$ cat src/rtl/uart_tx_arbiter.sv
// Round-robin arbiter sharing one UART transmitter between two FWFT byte FIFOs.
// Define UART_TX_ARB_FIXED_PRIO_EN to replace round-robin with fixed priority (req0 wins).
module uart_tx_arbiter #(
    parameter int DATA_WIDTH     = 8,
    parameter int TIMEOUT_CYCLES = 200000
) (
    input  logic                  clk,
    input  logic                  reset,
    input  logic                  i_req0_empty,
    input  logic [DATA_WIDTH-1:0] i_req0_data,
    output logic                  o_req0_rd,
    input  logic                  i_req1_empty,
    input  logic [DATA_WIDTH-1:0] i_req1_data,
    output logic                  o_req1_rd,
    output logic                  o_tx_start,
    output logic [DATA_WIDTH-1:0] o_tx_data,
    input  logic                  i_tx_done,
    output logic [1:0]            o_grant,
    output logic                  o_busy,
    output logic                  o_timeout
);

    localparam int CW = $clog2(TIMEOUT_CYCLES);
    localparam logic [CW-1:0] WD_LAST = CW'(TIMEOUT_CYCLES - 1);

    typedef enum logic [1:0] {
        IDLE,
        START,
        WAIT
    } state_t;

    state_t        state;
    logic [CW-1:0] wd;
    logic          req0;
    logic          req1;
    logic          pick0;
    logic          pick1;
`ifndef UART_TX_ARB_FIXED_PRIO_EN
    logic          last;
`endif

    always_comb begin
        req0 = ~i_req0_empty;
        req1 = ~i_req1_empty;
`ifdef UART_TX_ARB_FIXED_PRIO_EN
        pick0 = req0;
`else
        // On contention the requester that did not own the TX last wins.
        pick0 = req0 & (~req1 | last);
`endif
        pick1 = req1 & ~pick0;
    end

    always_ff @(posedge clk) begin
        if (!reset) begin
            state      <= IDLE;
            wd         <= '0;
            o_req0_rd  <= 1'b0;
            o_req1_rd  <= 1'b0;
            o_tx_start <= 1'b0;
            o_tx_data  <= '0;
            o_grant    <= 2'b00;
            o_busy     <= 1'b0;
            o_timeout  <= 1'b0;
`ifndef UART_TX_ARB_FIXED_PRIO_EN
            last       <= 1'b1;
`endif
        end else begin
            o_req0_rd  <= 1'b0;
            o_req1_rd  <= 1'b0;
            o_tx_start <= 1'b0;
            o_timeout  <= 1'b0;
            unique case (state)
                IDLE: begin
                    if (pick0 | pick1) begin
                        o_tx_data  <= pick0 ? i_req0_data : i_req1_data;
                        o_grant    <= {pick1, pick0};
                        o_req0_rd  <= pick0;
                        o_req1_rd  <= pick1;
                        o_tx_start <= 1'b1;
                        o_busy     <= 1'b1;
                        state      <= START;
                    end
                end
                START: begin
                    wd    <= '0;
                    state <= WAIT;
                end
                WAIT: begin
                    wd <= wd + 1'b1;
                    // A done arriving on the expiry cycle still counts as success.
                    if (i_tx_done || wd == WD_LAST) begin
                        o_timeout <= ~i_tx_done;
`ifndef UART_TX_ARB_FIXED_PRIO_EN
                        last      <= o_grant[1];
`endif
                        o_grant   <= 2'b00;
                        o_busy    <= 1'b0;
                        state     <= IDLE;
                    end
                end
                default: state <= IDLE;
            endcase
        end
    end

endmodule

$ cat config.mk
export PLATFORM = sky130hd
export DESIGN_NAME = uart_tx_arbiter
export DESIGN_NICKNAME = d
export VERILOG_FILES = /design/src/rtl/uart_tx_arbiter.sv
export SDC_FILE = /design/constraint.sdc
export NUM_CORES = 1
export LEC_CHECK = 0
export BUFFER_PORTS_ARGS = -buffer_cell sky130_fd_sc_hd__buf_2
export CAP_MARGIN = 20
export CORE_MARGIN = 2
export CORE_UTILIZATION = 58
export CTS_CLUSTER_DIAMETER = 60
export DETAILED_ROUTE_END_ITERATION = 12
export PLACE_DENSITY = 0.84
export SYNTH_ARGS = -nofsm -noshare
export SYNTH_HDL_FRONTEND = slang
export SYNTH_SLANG_ARGS = --single-unit
$ cat constraint.sdc
create_clock -name clk -period 4.7 [get_ports clk]
set_input_delay 0.705 -clock clk [delete_from_list [all_inputs] [get_ports clk]]
set_output_delay 0.705 -clock clk [all_outputs]
set_load 0.02 [all_outputs]
After elaboration in Yosys (flattened, before gate mapping):

Cells that the tools add are included.

* register bits after elaboration: 36
* input bits: 21
* output and inout bits: 15
* logic and storage cells: 46

* $add $sub $neg: 1
* equal/unequal tests: 5
* muxes and demuxes: 11
* bitwise gates (word level): 8
* reduce and logical (&&, ||, !) cells: 11

Operator list (number)
* 18-bit one-hot mux with 2 select lines: 1
* 18-bit by 1-bit adder with 18-bit output (second input constant): 1
* 18-bit equality test (second input constant): 1
* 3-bit AND reduction: 3
* 8-bit 2-to-1 mux: 1
* 2-bit AND reduction: 4
* 2-bit 2-to-1 mux: 3
* 2-bit one-hot mux with 3 select lines: 1
* 2-bit inequality test (second input constant): 2
* 1-bit NOT: 4
* 2-bit one-hot mux with 2 select lines: 1
* 2-bit nonzero test: 2
* 1-bit 2-to-1 mux: 3
* 1-bit AND: 2
* 2-bit by 1-bit equality test with 1-bit output (second input constant): 1
* 2-bit equality test (second input constant): 1
* 2-bit logical NOT: 1
* 1-bit OR: 2
* 1-bit one-hot mux with 2 select lines: 1
* 1-bit logical OR: 1

Depth between registers and ports, before layout:

* depth after elaboration: 7
* mapped depth: 7
* depth with buffers taken out: 7

Worst setup path after synthesis:

OpenSTA, ideal clock, no wires.

* path kind: register to register
* from: register state[0]
* to: register wd[17]
* arrival time: 1660 ps
* path slack: 2969 ps
* stages on the path, launching flop included: 8
* path buffers: 1
* clock period less this slack: 1731 ps
* cell sequence: dfxtp_1 -> inv_1 -> ha_1 -> and4_1 -> buf_2 -> nand3_1 -> or4_1 -> a21oi_1

* word-level cells in the longest chain between the ends: 2
* elaborated cells on any way between the ends: 4
* those cells by class: eq/ne: 2; mux: 1; reduce/logical: 1

RTL lines
* from (decl): line 32 `state_t state;`
* from (signal assigned): line 56 `state <= IDLE;`
* from (signal assigned): line 82 `state <= START;`
* from (signal assigned): line 87 `state <= WAIT;`
* 2-bit equality test / 2-bit by 1-bit equality test with 1-bit output (equally long branches): line 73 `unique case (state)`
* 18-bit one-hot mux with 2 select lines / 2-bit nonzero test (equally long branches)
* to (signal assigned): line 90 `wd <= wd + 1'b1;`
* to (decl): line 33 `logic [CW-1:0] wd;`

Parallel ways exist; a longest one is shown, timed or not.
A chain may end at the register's enable or synchronous reset.

Worst setup path after layout:

Ends and elaborated chain as after synthesis.

==> reports/results.ini <==
[status]
status=finished with violations
violations=DRC

[global_routing]
grtUsageTotal_pct=20.7
grt_pass1_wl_um=5570
antenna_found_initial=0
grt_max_degree=24
grt_overflow=0
grt_pass1_vias=1321

[yosys]
yosys_warnings=0
yosys.area.top_type=dfxtp_1
async_reset_ff_share_pct=0
synth_adder_area_share_pct=2.89
ys_seq_area_share_pct=41.6
synth_area_leaders=dfxtp_1, mux2i_1, nand2_1
syn_inst=195
synthSimpleGateAreaFrac_pct=26.2
synthFlopType=dfxtp_1
synth_top_family_by_area=simple AND/OR/NAND/NOR gates
synth_edf_count=0
syn_avg_cell_area_um2=8.88
synthDistinctLibCells=44
synth_compound_area_share_pct=14.5
syn-cell-area_um2=1730
ys_ff_latch=36
syn_nets=220
yosys-top-cells-count=dfxtp_1, nand2_1, nor2_1
synth.most_common_cell=dfxtp_1
synthMuxAreaShare_pct=5.78
synth.top_cell.area_share_pct=41.6
synth_xor_area_share_pct=5.56

[layout]
final_area_um2=2000
drive_gt1_share_pct=22.3
final_nets=257
insertedDiodeCount=0
fin_cells=264
area_growth_pct=15.2

[run]
maxCapViolations=0

[cts]
cts_sinks=36
cts_setup_buffers=0
cts_buffer_depth=2
cts_buffers=5
ctsResizeCount=0
root_buffer=clkbuf_4
h-tree-depth=2
clock_latency_ns=0.34
cts_tree=yes
ctsHoldBuffers=0
cts.clk_slew.worst_paths_ns=0.10

[critical_path]
slowest_stage=dfxtp_1
cp.required_ns=4.97
ff2ff_setup_slack_ns=2.72
end_kind=register
arrival_ns=2.25
r2r_cells=6
critPathLaunchType=register
path_cells=inv_1 > ha_1 > and4_1 > nand3_1 > or4_1 > a21oi_1
crit_path_max_incr_delay_ns=0.40
crit_fanout=7
r2r-start=state[0]
timing.rr.end=wd[17]
criticalPathCategory=register to register

[placed_design]
dp.final_hpwl_um=2460
dp.cells=253
dpl_cell_area_um2=1910
place_congestion=0.783
pre_cts_ws_ns=2.27
io_buffers=35

[power]
p_per_area_nw_per_um2=424
p_int_mw=0.535
p_sw_mw=0.312
leakagePower_nw=0.900
switching_share_pct=36.8
clock_power_share_pct=20.2
comb_power_share_pct=35.4
seqPwrFrac_pct=44.4
ir_worst_vdd_mv=0.331

[sta]
fin_setup_tns_ns=0
worst_pin_slew_ns=0.400
max_freq_ghz=0.506
period_share_pct=42.0
fin_skew_ns=0.00393
relSlewSlack_pct=73.0
drv_slew=0
rsz0062_at_grt=no
setup_viol=0
hold_violations=0
fin_crit_ns=1.98
worst_slack_ns=2.72

[die]
die_area_um2=3440
initial_core_util_pct=61.7
dieWidth_um=58.6
die_y_um=58.6
fp-row-count=19
coreArea_um2=2810
pin_count=36

[hold_path]
min_from=o_busy
holdPathStages=2
hold-path-endpoint=o_busy
worst_hold_path_type=register to register

[routing]
drc=2
drtPass1Iterations=8
wirelength_um=3350
final_antenna_net_count=0
num_vias=1502
wl_per_cell_um=12.7
viasPerCell=5.69
drt_iter0_drc=61

## critical path, delay by kind of cell (launching register included)
kind | cells | cell delay [ns]
and+or+nand+nor | 3 | 0.90
DFF | 1 | 0.40
adders and majority gates | 1 | 0.38
AOI/OAI and AO/OA | 1 | 0.15
buffers and inverters | 1 | 0.08
## cells by family (layout without fill, tap and decap cells)
kind of cell | after synthesis | in the layout
multiplexers | 10 | 10
AND/OR/NAND/NOR | 85 | 85
buffers and inverters | 15 | 53
AO/OA/AOI/OAI | 34 | 34
adder cells (fa/ha/maj) | 4 | 4
XOR/XNOR | 11 | 11
flip-flops | 36 | 36
## routing by layer
layer	part of all wire, %	global-route usage (%)	vias up	wire length, µm
met2	46	30.3	43	1540
met4	1.1	9.09	0	38
met5	0	0	-	0
met3	5.3	4.84	6	178
li1	-	-	770	-
met1	48	29.0	683	1600
## layout by cell type, fill, tap and decap left out, types with 3 or more instances in the layout
master,instances
o211a_1,8
buf_2,35
clkbuf_4,5
buf_4,3
and3_1,3
o21ai_0,5
dfxtp_1,36
inv_1,7
ha_1,4
xnor2_1,3
mux2i_1,10
nand2_1,26
or3_1,5
xor2_1,8
a21oi_1,6
nand4_1,5
nor2_1,15
nand3_1,10
## area by class of cell
| cell class | instances | area [µm²] |
|---|---|---|
| fill | 231 | 810 |
| multi-input combinational | 144 | 951 |
| clock inverter | 2 | 10.0 |
| tap | 31 | 38.8 |
| clock buffer | 6 | 51.3 |
| sequential | 36 | 721 |
| inverter | 7 | 26.3 |
| timing repair buffer | 38 | 198 |
## per-stage QoR
stage | utilization, % | hold WS, ns | power, mW
floorplan | - | 0.451 | 0.589
global placement | 68.2 | 0.461 | 0.663
detailed placement | 68.2 | 0.463 | 0.669
CTS | 70.3 | 0.481 | 0.838
global route | 71.1 | 0.494 | 0.900
finish | 71.1 | 0.479 | 0.847
## power by group through the flow
| stage | Combinational (mW) | Clock [mW] | Sequential, mW |
|---|---|---|---|
| 2_1_floorplan | 0.162 | 0 | 0.427 |
| 3_3_place_gp | 0.281 | 0 | 0.382 |
| 3_5_place_dp | 0.286 | 0 | 0.383 |
| 4_1_cts | 0.287 | 0.176 | 0.376 |
| 5_1_grt | 0.330 | 0.189 | 0.381 |
| 6_report | 0.299 | 0.171 | 0.376 |
## sequential cells by signal (all words and copies together), names as in the netlist
| name | count |
|---|---|
| o_req0_rd | 1 |
| o_busy | 1 |
| state | 2 |
| o_tx_start | 1 |
| wd | 18 |
| o_timeout | 1 |
| last | 1 |
| o_req1_rd | 1 |
| o_tx_data | 8 |
| o_grant | 2 |
## worst max path at each step
| stage | startpoint | slack, ns | end | cells after the start |
|---|---|---|---|---|
| 2_1_floorplan | state[0] | 2.97 | wd[17] | 7 |
| 3_3_place_gp | i_req1_empty | 2.33 | state[0] | 5 |
| 3_5_place_dp | i_req1_empty | 2.27 | state[0] | 5 |
| 4_1_cts | state[0] | 2.37 | state[0] | 6 |
| 5_1_grt | state[0] | 2.52 | wd[17] | 6 |
| 6_report | state[0] | 2.72 | wd[17] | 6 |
Note: power is estimated with default switching activity, not from simulation.
